File: src/rtl/cclut_cfeb_sort_scheduler_pkg.sv
// Shared pattern-finder constants for the ccLUT CFEB sort path.
// Holds the chamber and CFEB geometry, the constants of the shared best-1-of-32 sorter,
// the scheduler state type and a small priority-encode helper.
package cclut_cfeb_sort_scheduler_pkg;

  // Best-of-32 sorter geometry: one sorter sees the 32 1/2-strip keys of a single CFEB.
  localparam int unsigned MXSORTIN = 32;

  localparam int unsigned MXCFEB   = 7;                  // number of CFEBs
  localparam int unsigned MXPATB   = 7;                  // pattern bits
  localparam int unsigned MXKEYB   = $clog2(MXSORTIN);   // 1/2-strip key bits per CFEB (5)
  localparam int unsigned MXPATC   = 11;                 // ccLUT carry bits
  localparam int unsigned MXKEYBX  = 8;                  // chamber 1/2-strip key bits
  localparam int unsigned SORT_LAT = 1;                  // clocks from sel_cfeb to sort_* result

  localparam int unsigned CFEB_IDX_W = 3;                // width of a CFEB index

  typedef enum logic [1:0] {
    StIdle,
    StIssue,
    StDrain,
    StDone
  } sched_state_e;

  // Index of the lowest set bit of a CFEB mask; 0 for an empty mask.
  function automatic logic [CFEB_IDX_W-1:0] first_set_cfeb(input logic [MXCFEB-1:0] mask);
    logic [CFEB_IDX_W-1:0] idx;
    idx = '0;
    for (int i = MXCFEB - 1; i >= 0; i--) begin
      if (mask[i]) idx = CFEB_IDX_W'(i);
    end
    return idx;
  endfunction

endpackage

File: src/rtl/cfeb_issue_delay.sv
// Delay line matching the latency of the shared sorter.
// Carries the {valid, cfeb} tag of each issue so a returning sorter result can be
// attributed to the CFEB that produced it.
//   clock, reset : rising-edge clock, asynchronous active-high reset
//   in_vld/in_cfeb   : issue tag entering the sorter
//   out_vld/out_cfeb : same tag, SortLat clocks later
module cfeb_issue_delay #(
  parameter int unsigned SortLat = 1,
  parameter int unsigned IdxW    = 3
) (
  input  logic            clock,
  input  logic            reset,
  input  logic            in_vld,
  input  logic [IdxW-1:0] in_cfeb,
  output logic            out_vld,
  output logic [IdxW-1:0] out_cfeb
);

  logic [SortLat-1:0]           vld_q;
  logic [SortLat-1:0][IdxW-1:0] cfeb_q;

  always_ff @(posedge clock or posedge reset) begin
    if (reset) begin
      vld_q  <= '0;
      cfeb_q <= '0;
    end else begin
      vld_q[0]  <= in_vld;
      cfeb_q[0] <= in_cfeb;
      for (int i = 1; i < int'(SortLat); i++) begin
        vld_q[i]  <= vld_q[i-1];
        cfeb_q[i] <= cfeb_q[i-1];
      end
    end
  end

  assign out_vld  = vld_q[SortLat-1];
  assign out_cfeb = cfeb_q[SortLat-1];

endmodule

File: src/rtl/cclut_cfeb_sort_scheduler.sv
// Time-shares one external best-1-of-32 sorter across all CFEBs.
// On start, each enabled CFEB is routed into the sorter in ascending order, one per clock.
// Returning results are tagged through cfeb_issue_delay, threshold-qualified, and the
// best one (highest pattern[6:1], lower CFEB on ties) is presented with a one-clock done.
//   clock, reset       : rising-edge clock, asynchronous active-high reset
//   start, cfeb_en, pat_thresh : sort request, CFEB mask and minimum pattern[6:1]
//   sort_pat/key/carry : result returned by the shared sorter SORT_LAT clocks after issue
//   sel_cfeb, sel_vld  : CFEB currently routed into the sorter
//   busy, done         : sort in progress, one-clock result strobe
//   best_vld/pat/key/carry : registered winner, held until the next done
module cclut_cfeb_sort_scheduler
  import cclut_cfeb_sort_scheduler_pkg::*;
(
  input  logic                  clock,
  input  logic                  reset,
  input  logic                  start,
  input  logic [MXCFEB-1:0]     cfeb_en,
  input  logic [5:0]            pat_thresh,
  input  logic [MXPATB-1:0]     sort_pat,
  input  logic [MXKEYB-1:0]     sort_key,
  input  logic [MXPATC-1:0]     sort_carry,
  output logic [CFEB_IDX_W-1:0] sel_cfeb,
  output logic                  sel_vld,
  output logic                  busy,
  output logic                  done,
  output logic                  best_vld,
  output logic [MXPATB-1:0]     best_pat,
  output logic [MXKEYBX-1:0]    best_key,
  output logic [MXPATC-1:0]     best_carry
);

  localparam int unsigned DRAIN_W = 4;
  localparam logic [DRAIN_W-1:0] DRAIN_INIT = DRAIN_W'(SORT_LAT - 1);

  sched_state_e        state_q, state_d;
  logic [MXCFEB-1:0]   pend_q, pend_d;      // enabled CFEBs not yet issued
  logic [5:0]          thresh_q, thresh_d;
  logic [DRAIN_W-1:0]  drain_q, drain_d;

  logic                run_vld_q, run_vld_d;
  logic [MXPATB-1:0]   run_pat_q, run_pat_d;
  logic [MXKEYBX-1:0]  run_key_q, run_key_d;
  logic [MXPATC-1:0]   run_carry_q, run_carry_d;

  logic                  dly_vld;
  logic [CFEB_IDX_W-1:0] dly_cfeb;
  logic                  res_qual;
  logic                  res_better;

  assign sel_vld  = (state_q == StIssue) && (|pend_q);
  assign sel_cfeb = sel_vld ? first_set_cfeb(pend_q) : '0;
  assign busy     = (state_q != StIdle);
  assign done     = (state_q == StDone);

  cfeb_issue_delay #(
    .SortLat (SORT_LAT),
    .IdxW    (CFEB_IDX_W)
  ) u_issue_delay (
    .clock    (clock),
    .reset    (reset),
    .in_vld   (sel_vld),
    .in_cfeb  (sel_cfeb),
    .out_vld  (dly_vld),
    .out_cfeb (dly_cfeb)
  );

  // Issue order is ascending, so strict greater-than leaves ties with the lower CFEB.
  assign res_qual   = dly_vld && (sort_pat[MXPATB-1:1] >= thresh_q);
  assign res_better = !run_vld_q || (sort_pat[MXPATB-1:1] > run_pat_q[MXPATB-1:1]);

  always_comb begin
    state_d     = state_q;
    pend_d      = pend_q;
    thresh_d    = thresh_q;
    drain_d     = drain_q;
    run_vld_d   = run_vld_q;
    run_pat_d   = run_pat_q;
    run_key_d   = run_key_q;
    run_carry_d = run_carry_q;

    if (res_qual && res_better) begin
      run_vld_d   = 1'b1;
      run_pat_d   = sort_pat;
      run_key_d   = {dly_cfeb, sort_key};
      run_carry_d = sort_carry;
    end

    unique case (state_q)
      StIdle: begin
        if (start) begin
          pend_d      = cfeb_en;
          thresh_d    = pat_thresh;
          run_vld_d   = 1'b0;
          run_pat_d   = '0;
          run_key_d   = '0;
          run_carry_d = '0;
          state_d     = (|cfeb_en) ? StIssue : StDone;
        end
      end
      StIssue: begin
        // Clear the lowest set bit: the CFEB being issued this clock.
        pend_d = pend_q & (pend_q - MXCFEB'(1));
        if (pend_d == '0) begin
          state_d = StDrain;
          drain_d = DRAIN_INIT;
        end
      end
      StDrain: begin
        if (drain_q == '0) begin
          state_d = StDone;
        end else begin
          drain_d = drain_q - DRAIN_W'(1);
        end
      end
      StDone: begin
        state_d = StIdle;
      end
      default: begin
        state_d = StIdle;
      end
    endcase
  end

  always_ff @(posedge clock or posedge reset) begin
    if (reset) begin
      state_q     <= StIdle;
      pend_q      <= '0;
      thresh_q    <= '0;
      drain_q     <= '0;
      run_vld_q   <= 1'b0;
      run_pat_q   <= '0;
      run_key_q   <= '0;
      run_carry_q <= '0;
    end else begin
      state_q     <= state_d;
      pend_q      <= pend_d;
      thresh_q    <= thresh_d;
      drain_q     <= drain_d;
      run_vld_q   <= run_vld_d;
      run_pat_q   <= run_pat_d;
      run_key_q   <= run_key_d;
      run_carry_q <= run_carry_d;
    end
  end

  // Output registers load from the next-state best so the final drained result is
  // included and the winner is visible in the done cycle.
  always_ff @(posedge clock or posedge reset) begin
    if (reset) begin
      best_vld   <= 1'b0;
      best_pat   <= '0;
      best_key   <= '0;
      best_carry <= '0;
    end else if (state_d == StDone) begin
      best_vld   <= run_vld_d;
      best_pat   <= run_pat_d;
      best_key   <= run_key_d;
      best_carry <= run_carry_d;
    end
  end

endmodule

File: config.mk
export PLATFORM = sky130hd
export DESIGN_NAME = cclut_cfeb_sort_scheduler
export DESIGN_NICKNAME = d
export VERILOG_FILES = /design/src/rtl/cclut_cfeb_sort_scheduler_pkg.sv /design/src/rtl/cfeb_issue_delay.sv /design/src/rtl/cclut_cfeb_sort_scheduler.sv
export SDC_FILE = /design/constraint.sdc
export NUM_CORES = 1
export LEC_CHECK = 0
export ABC_AREA = 1
export CAP_MARGIN = 30
export CORE_ASPECT_RATIO = 0.8
export CORE_MARGIN = 2
export CORE_UTILIZATION = 50
export CTS_BUF_LIST = sky130_fd_sc_hd__clkbuf_8
export DETAILED_ROUTE_END_ITERATION = 10
export DONT_BUFFER_PORTS = 1
export SETUP_SLACK_MARGIN = 0.02
export SKIP_LAST_GASP = 1
export SYNTH_ARGS = -nofsm -noshare
export SYNTH_HDL_FRONTEND = slang
export SYNTH_HIERARCHICAL = 1
export SYNTH_SLANG_ARGS = --single-unit
File: constraint.sdc
create_clock -name clock -period 3.1 [get_ports clock]
set_input_delay 0.31 -clock clock [delete_from_list [all_inputs] [get_ports clock]]
set_output_delay 0.31 -clock clock [all_outputs]
set_load 0.005 [all_outputs]
### After elaboration in Yosys (flattened, before gate mapping)

Cells that the tools add are included.

| word-level totals | value |
|---|---|
| bits of input ports | 39 |
| logic and storage cells | 72 |
| output and inout bits | 33 |
| register bits after elaboration | 77 |

| cells by class | value |
|---|---|
| bitwise operators | 1 |
| add/sub/neg operators | 2 |
| muxes and demuxes | 30 |
| reduce and logical (&&, ||, !) cells | 16 |
| eq/ne operators | 7 |
| magnitude comparators | 2 |

Operators by type and width:

| operator | count |
|---|---|
| 11-bit two-way mux | 3 |
| 7-bit two-way mux | 4 |
| 3-bit two-way mux | 8 |
| 8-bit two-way mux | 3 |
| 7-bit one-hot mux with 2 select lines | 1 |
| 7-bit OR reduction | 2 |
| 2-bit two-way mux | 4 |
| 4-bit two-way mux | 2 |
| 2-bit one-hot mux with 4 select lines | 1 |
| 4-bit one-hot mux with 2 select lines | 1 |
| 7-bit AND | 1 |
| 7-bit zero test | 1 |
| 7-bit by 1-bit subtractor with 7-bit output, second input constant | 1 |
| 2-bit == test, second input constant | 3 |
| 6-bit greater-or-equal comparator | 1 |
| 6-bit greater-than comparator | 1 |
| 2-bit nonzero test | 3 |
| 4-bit zero test | 1 |
| 2-bit inequality test, second input constant | 2 |
| 2-bit AND reduction | 2 |
| 4-bit by 1-bit subtractor with 4-bit output, second input constant | 1 |
| 1-bit logical AND | 3 |
| 1-bit two-way mux | 3 |
| 3-bit AND reduction | 1 |
| 5 further kinds | 5 |

### Logic depth before layout (Yosys ltp)

| logic depth | value |
|---|---|
| depth after elaboration | 8 |
| depth in mapped cells | 15 |
| mapped depth without buffers | 14 |

### Cells and area by module

Netlist, hierarchy kept.

By module, submodules not included:

| module | times used | sequential area each (um^2) | area each (um^2) | cells each |
|---|---|---|---|---|
| cclut_cfeb_sort_scheduler | 1 | 1826.8 | 3833.7 | 489 |
| cfeb_issue_delay | 1 | 100.1 | 103.8 | 5 |

### Worst setup path before layout

Ideal clock, no wire load.

| path | value |
|---|---|
| kind | register -> register |
| start | register run_pat_q[6] |
| end | register best_carry[10] |
| cell stages (with the launch flop) | 15 |
| required time | 2984 ps |
| setup slack | 1419 ps |
| buffers on the path | 1 |
| arrival | 1564 ps |
| clock period less this slack | 1681 ps |
| library setup time | 116 ps |
| cells stage by stage | dfrtp_1 > inv_1 > ha_1 > nand2_1 > nor2_1 > nand2_1 > nand3_1 > nand2_1 > nand2_1 > buf_2 > nand3_1 > nand2_1 > nor2_1 > nand3_1 > nand2_1 |

| on the way | value |
|---|---|
| longest elaborated chain between the ends | 6 |

Ends and longest elaborated chain:

| element | RTL line | source |
|---|---|---|
| from (decl) | cclut_cfeb_sort_scheduler.sv:41 | `logic [MXPATB-1:0] run_pat_q, run_pat_d;` |
| from (signal assigned) | cclut_cfeb_sort_scheduler.sv:140 | `run_pat_q <= run_pat_d;` |
| 6-bit greater-than comparator (*) | cclut_cfeb_sort_scheduler.sv:69 | `assign res_better = !run_vld_q \|\| (sort_pat[MXPATB-1:1] > run_pat_q[MXPATB-1:1]);` |
| 1-bit logical OR (*) | cclut_cfeb_sort_scheduler.sv:69 |  |
| 1-bit logical AND (*) | cclut_cfeb_sort_scheduler.sv:81 | `if (res_qual && res_better) begin` |
| 11-bit two-way mux (*) | cclut_cfeb_sort_scheduler.sv:81 |  |
| 11-bit two-way mux | cclut_cfeb_sort_scheduler.sv:90 | `if (start) begin` |
| 11-bit two-way mux (*) | cclut_cfeb_sort_scheduler.sv:88 | `unique case (state_q)` |
| named net run_carry_d[10] | cclut_cfeb_sort_scheduler.sv:43 | `logic [MXPATC-1:0] run_carry_q, run_carry_d;` |
| to (signal assigned) | cclut_cfeb_sort_scheduler.sv:158 | `best_carry <= run_carry_d;` |
| to (decl) | cclut_cfeb_sort_scheduler.sv:29 | `output logic [MXPATC-1:0] best_carry` |

Mark *: on every way through the listed nets, which the timed path passes. The rest lies on a longest branch.
A chain may end at the register's enable or synchronous reset.

### Worst setup path in the final report

| path | value |
|---|---|
| start | register state_q[1] |
| end | output port sel_cfeb[2] |

| on the way | value |
|---|---|
| longest elaborated chain between the ends | 3 |

Ends and longest elaborated chain:

| element | RTL line | source |
|---|---|---|
| from (decl) | cclut_cfeb_sort_scheduler.sv:35 | `sched_state_e state_q, state_d;` |
| from (signal assigned) | cclut_cfeb_sort_scheduler.sv:126 | `state_q <= StIdle;` |
| from (signal assigned) | cclut_cfeb_sort_scheduler.sv:135 | `state_q <= state_d;` |
| 2-bit by 1-bit == test with 1-bit output | cclut_cfeb_sort_scheduler.sv:50 | `assign sel_vld = (state_q == StIssue) && (\|pend_q);` |
| 1-bit logical AND | cclut_cfeb_sort_scheduler.sv:50 |  |
| 3-bit two-way mux | cclut_cfeb_sort_scheduler.sv:51 | `assign sel_cfeb = sel_vld ? first_set_cfeb(pend_q) : '0;` |
| to (decl) | cclut_cfeb_sort_scheduler.sv:22 | `output logic [CFEB_IDX_W-1:0] sel_cfeb,` |

No other way between the ends.

==> summary.txt <==
Timing
  – Max Clk Rate: 450 MHz
  – Tcrit/Tclk final: 71.8%
  – Least-Margin Pin Slew: 0.797 ns
  – Final setup TNS: 0 ns
  – RSZ-0062 raised after global routing: no
  – Final hold viol count: 26
  – Min Tclk post-route: 2.22 ns
  – Setup Viol. Count Final: 0
  – Min Hold Slack: -0.0116 ns
  – Clock skew: 0.0112 ns
  – Slew HR: 46.8%
  – Max-slew violations: 0

Cells and area
  – Antenna Diode Count: 0
  – Register Area: 0.00193 mm2
  – Fill count: 713
  – Area of the multi-input gates: 0.00162 mm2
  – Post-Route Utilization: 56.1%
  – Commonest non-fill, non-tap cell in the layout: nand2_1
  – Area delta synth->final: 7.40%
  – Layout net count: 547
  – Layout cells sized above 1: 6.26%
  – Leading cell types in the layout, fill and taps excluded: nand2_1 (134), dfrtp_1 (77), inv_1 (64)
  – Final instance area: 0.00423 mm2

Clock network
  – Reg clk slew, reported paths: 0.08 ns
  – Num Clock Sinks: 77
  – Skew-Pair Late Insertion Delay: 0.35 ns
  – Htree depth: 3
  – Max Root-Sink Buffers: 2
  – CTS buffer count: 9
  – CTS tree: done
  – Resize count post-CTS: 0
  – CTS root buffer: clkbuf_8

Yosys
  – Post-synthesis simple-gate area fraction: 26.2%
  – Syn_area_per_cell: 7.97 um2
  – Area contributors post-synth: dfrtp_1 (49%), nand2_1 (13%), nand3_1 (7.8%), inv_1 (6.1%), ha_1 (5.7%)
  – Yosys cell types: 26
  – Syn Inst Count: 494
  – Post-Syn Area: 0.00394 mm2
  – Ys async rst share: 100%
  – Synth Area in XOR/XNOR: 0.445%
  – Largest family of logic cells by synthesized area: simple AND/OR/NAND/NOR gates
  – Main flop type after synthesis: dfrtp_1
  – Area leader, netlist: dfrtp_1
  – Mux cell area share after synthesis: 0%
  – Syn Nets: 551
  – Compound-Gate Fraction of Synth Area: 8.67%
  – Yosys top cell area share: 48.9%
  – Seq cells post-synth: 77
  – Ys Warns: 6
  – Post-synth EDFFs: 0
  – Adder-cell share of the synthesized area: 5.72%
  – Seq/Total Area, Yosys: 48.9%

Detailed routing
  – DR vias/cell: 5.09
  – DR WL/cell: 14.4 um
  – Final ANT Viol Nets: 0
  – Vias: 3,054
  – Initial DRT Pass Iterations: 4
  – Iter 0 DRT Violations: 130
  – Routed WL: 8620 um
  – # DRC: 0

Power
  – Total power: 4530 uW
  – Clock network power share: 18.1%
  – Power per cell area: 1070 mW/mm2
  – Internal: 2530 uW
  – Switching pwr: 2010 uW
  – Logic pwr share: 45.7%
  – Switching part of the total: 44.3%
  – Leak Pwr: 0.00231 uW
  – Max VDD drop: 0.539 mV
  – Flop pwr share: 36.2%

Die
  – Die H: 83.4 um
  – Total die area: 0.00861 mm2
  – Core Region: 0.00753 mm2
  – Die Width: 103 um
  – Ports: 72
  – Initial Utilization: 52.3%
  – Row cnt: 28

Hold path
  – HP Class: input port to async pin

Worst setup path
  – Worst EP required: 2.79 ns
  – CP endpoint kind: primary output
  – CP Launch Type: register
  – WS Path Type: register to primary output
  – CP max FO: 10
  – CP arrival: 1.91 ns

Job
  – Max cap viols: 0

Run status
  – Failing checks: hold timing
  – Outcome: finished with violations

Global route
  – Initial antenna violation count: 0
  – Largest net degree at the start of global routing: 41
  – Global Route Usage Sum: 21.6%
  – First-pass GRT wire length: 14,600 um
  – Total gr overflow: 0
  – Vias in the first global route: 3,001

Place
  – Port bufs: 0
  – DP Wirelength: 5870 um
  – Dpl cell area: 0.00401 mm2
  – GPL Wtd Cong: 0.871
critical path: stages, from the launching register on:
cell,delay [ns]
dfrtp_1,0.42
inv_1,0.11
ha_1,0.36
inv_1,0.22
nor3b_1,0.46
registers in the layout, indices dropped and copies added, names as in the netlist:
register,flops
state_q,2
run_key_q,8
run_pat_q,7
best_vld,1
u_issue_delay/out_vld,1
best_key,8
run_carry_q,11
drain_q,4
run_vld_q,1
u_issue_delay/out_cfeb,3
pend_q,7
best_pat,7
best_carry,11
thresh_q,6
layer usage:
layer  GRT usage, %  wire [um]  share of wire [%]
met5              0          0                  0
met3           7.07        486                5.6
met1           31.2       4260                 49
met2           32.3       3840                 45
met4           3.83         27               0.31
cell usage after synthesis, drive strengths merged, types with 2 or more instances:
master / n
ha: 18
o21ai: 16
o31ai: 3
nand3: 61
xnor2: 2
nor3: 3
buf: 20
dfrtp: 77
nor2: 44
inv: 64
o22ai: 6
a21oi: 36
nand2: 137
clkbuf: 4
cell families after synthesis:
family,after synthesis
AND/OR/NAND/NOR,246
buffers and inverters,88
flip-flops,77
AO/OA/AOI/OAI,63
adder cells (fa/ha/maj),18
XOR/XNOR,2
stage by stage:
step	setup slack [ns]	instances	hold slack [ns]
3_5_place_dp	0.957	583	0.101
4_1_cts	0.851	600	0.0121
6_report	0.875	600	-0.0116
3_3_place_gp	0.983	583	0.0848
2_1_floorplan	0.937	494	0.0761
5_1_grt	0.683	600	0.0356
path summary, 6_finish.rpt:
| kind | start | end | slack, ns | cells past startpoint |
|---|---|---|---|---|
| max reg2reg | pend_q[4]$_DFFE_PP0P_ | best_key[5]$_DFFE_PP0N_ | 0.95 | 11 |
| max | state_q[1]$_DFF_PP0_ | sel_cfeb[2] | 0.88 | 4 |
| min in group clock | pat_thresh[1] | thresh_q[1]$_DFFE_PP0P_ | 0.08 | 2 |
| max in group asynchronous | reset | run_key_q[5]$_DFF_PP0_ | 2.43 | 2 |
| min reg2reg | thresh_q[0]$_DFFE_PP0P_ | thresh_q[0]$_DFFE_PP0P_ | 0.49 | 2 |
| min | reset | pend_q[2]$_DFFE_PP0P_ | -0.01 | 1 |
timing repair:
item / 4_1_cts / 5_1_grt
hold endpoints to repair: 4 / 0
hold buffers: 1 / 0
buffers inserted: 0 / 0
area by class of cell:
| type | count | area share [%] |
|---|---|---|
| timing repair buffer | 9 | 2.25 |
| inverter | 64 | 5.68 |
| sequential | 77 | 45.6 |
| clock buffer | 9 | 2.93 |
| tap | 105 | 3.11 |
| clock inverter | 7 | 2.13 |
| multi-input combinational | 329 | 38.3 |
power by group through the flow:
stage / combinational (uW) / clock (uW) / sequential (uW)
after global routing: 2400 / 894 / 1690
after floorplan: 1780 / 0 / 1590
final: 2070 / 821 / 1640
after global placement: 2050 / 0 / 1660
after CTS: 2090 / 839 / 1650
after detailed placement: 2090 / 0 / 1660
Power figures use the tool's default switching activity.
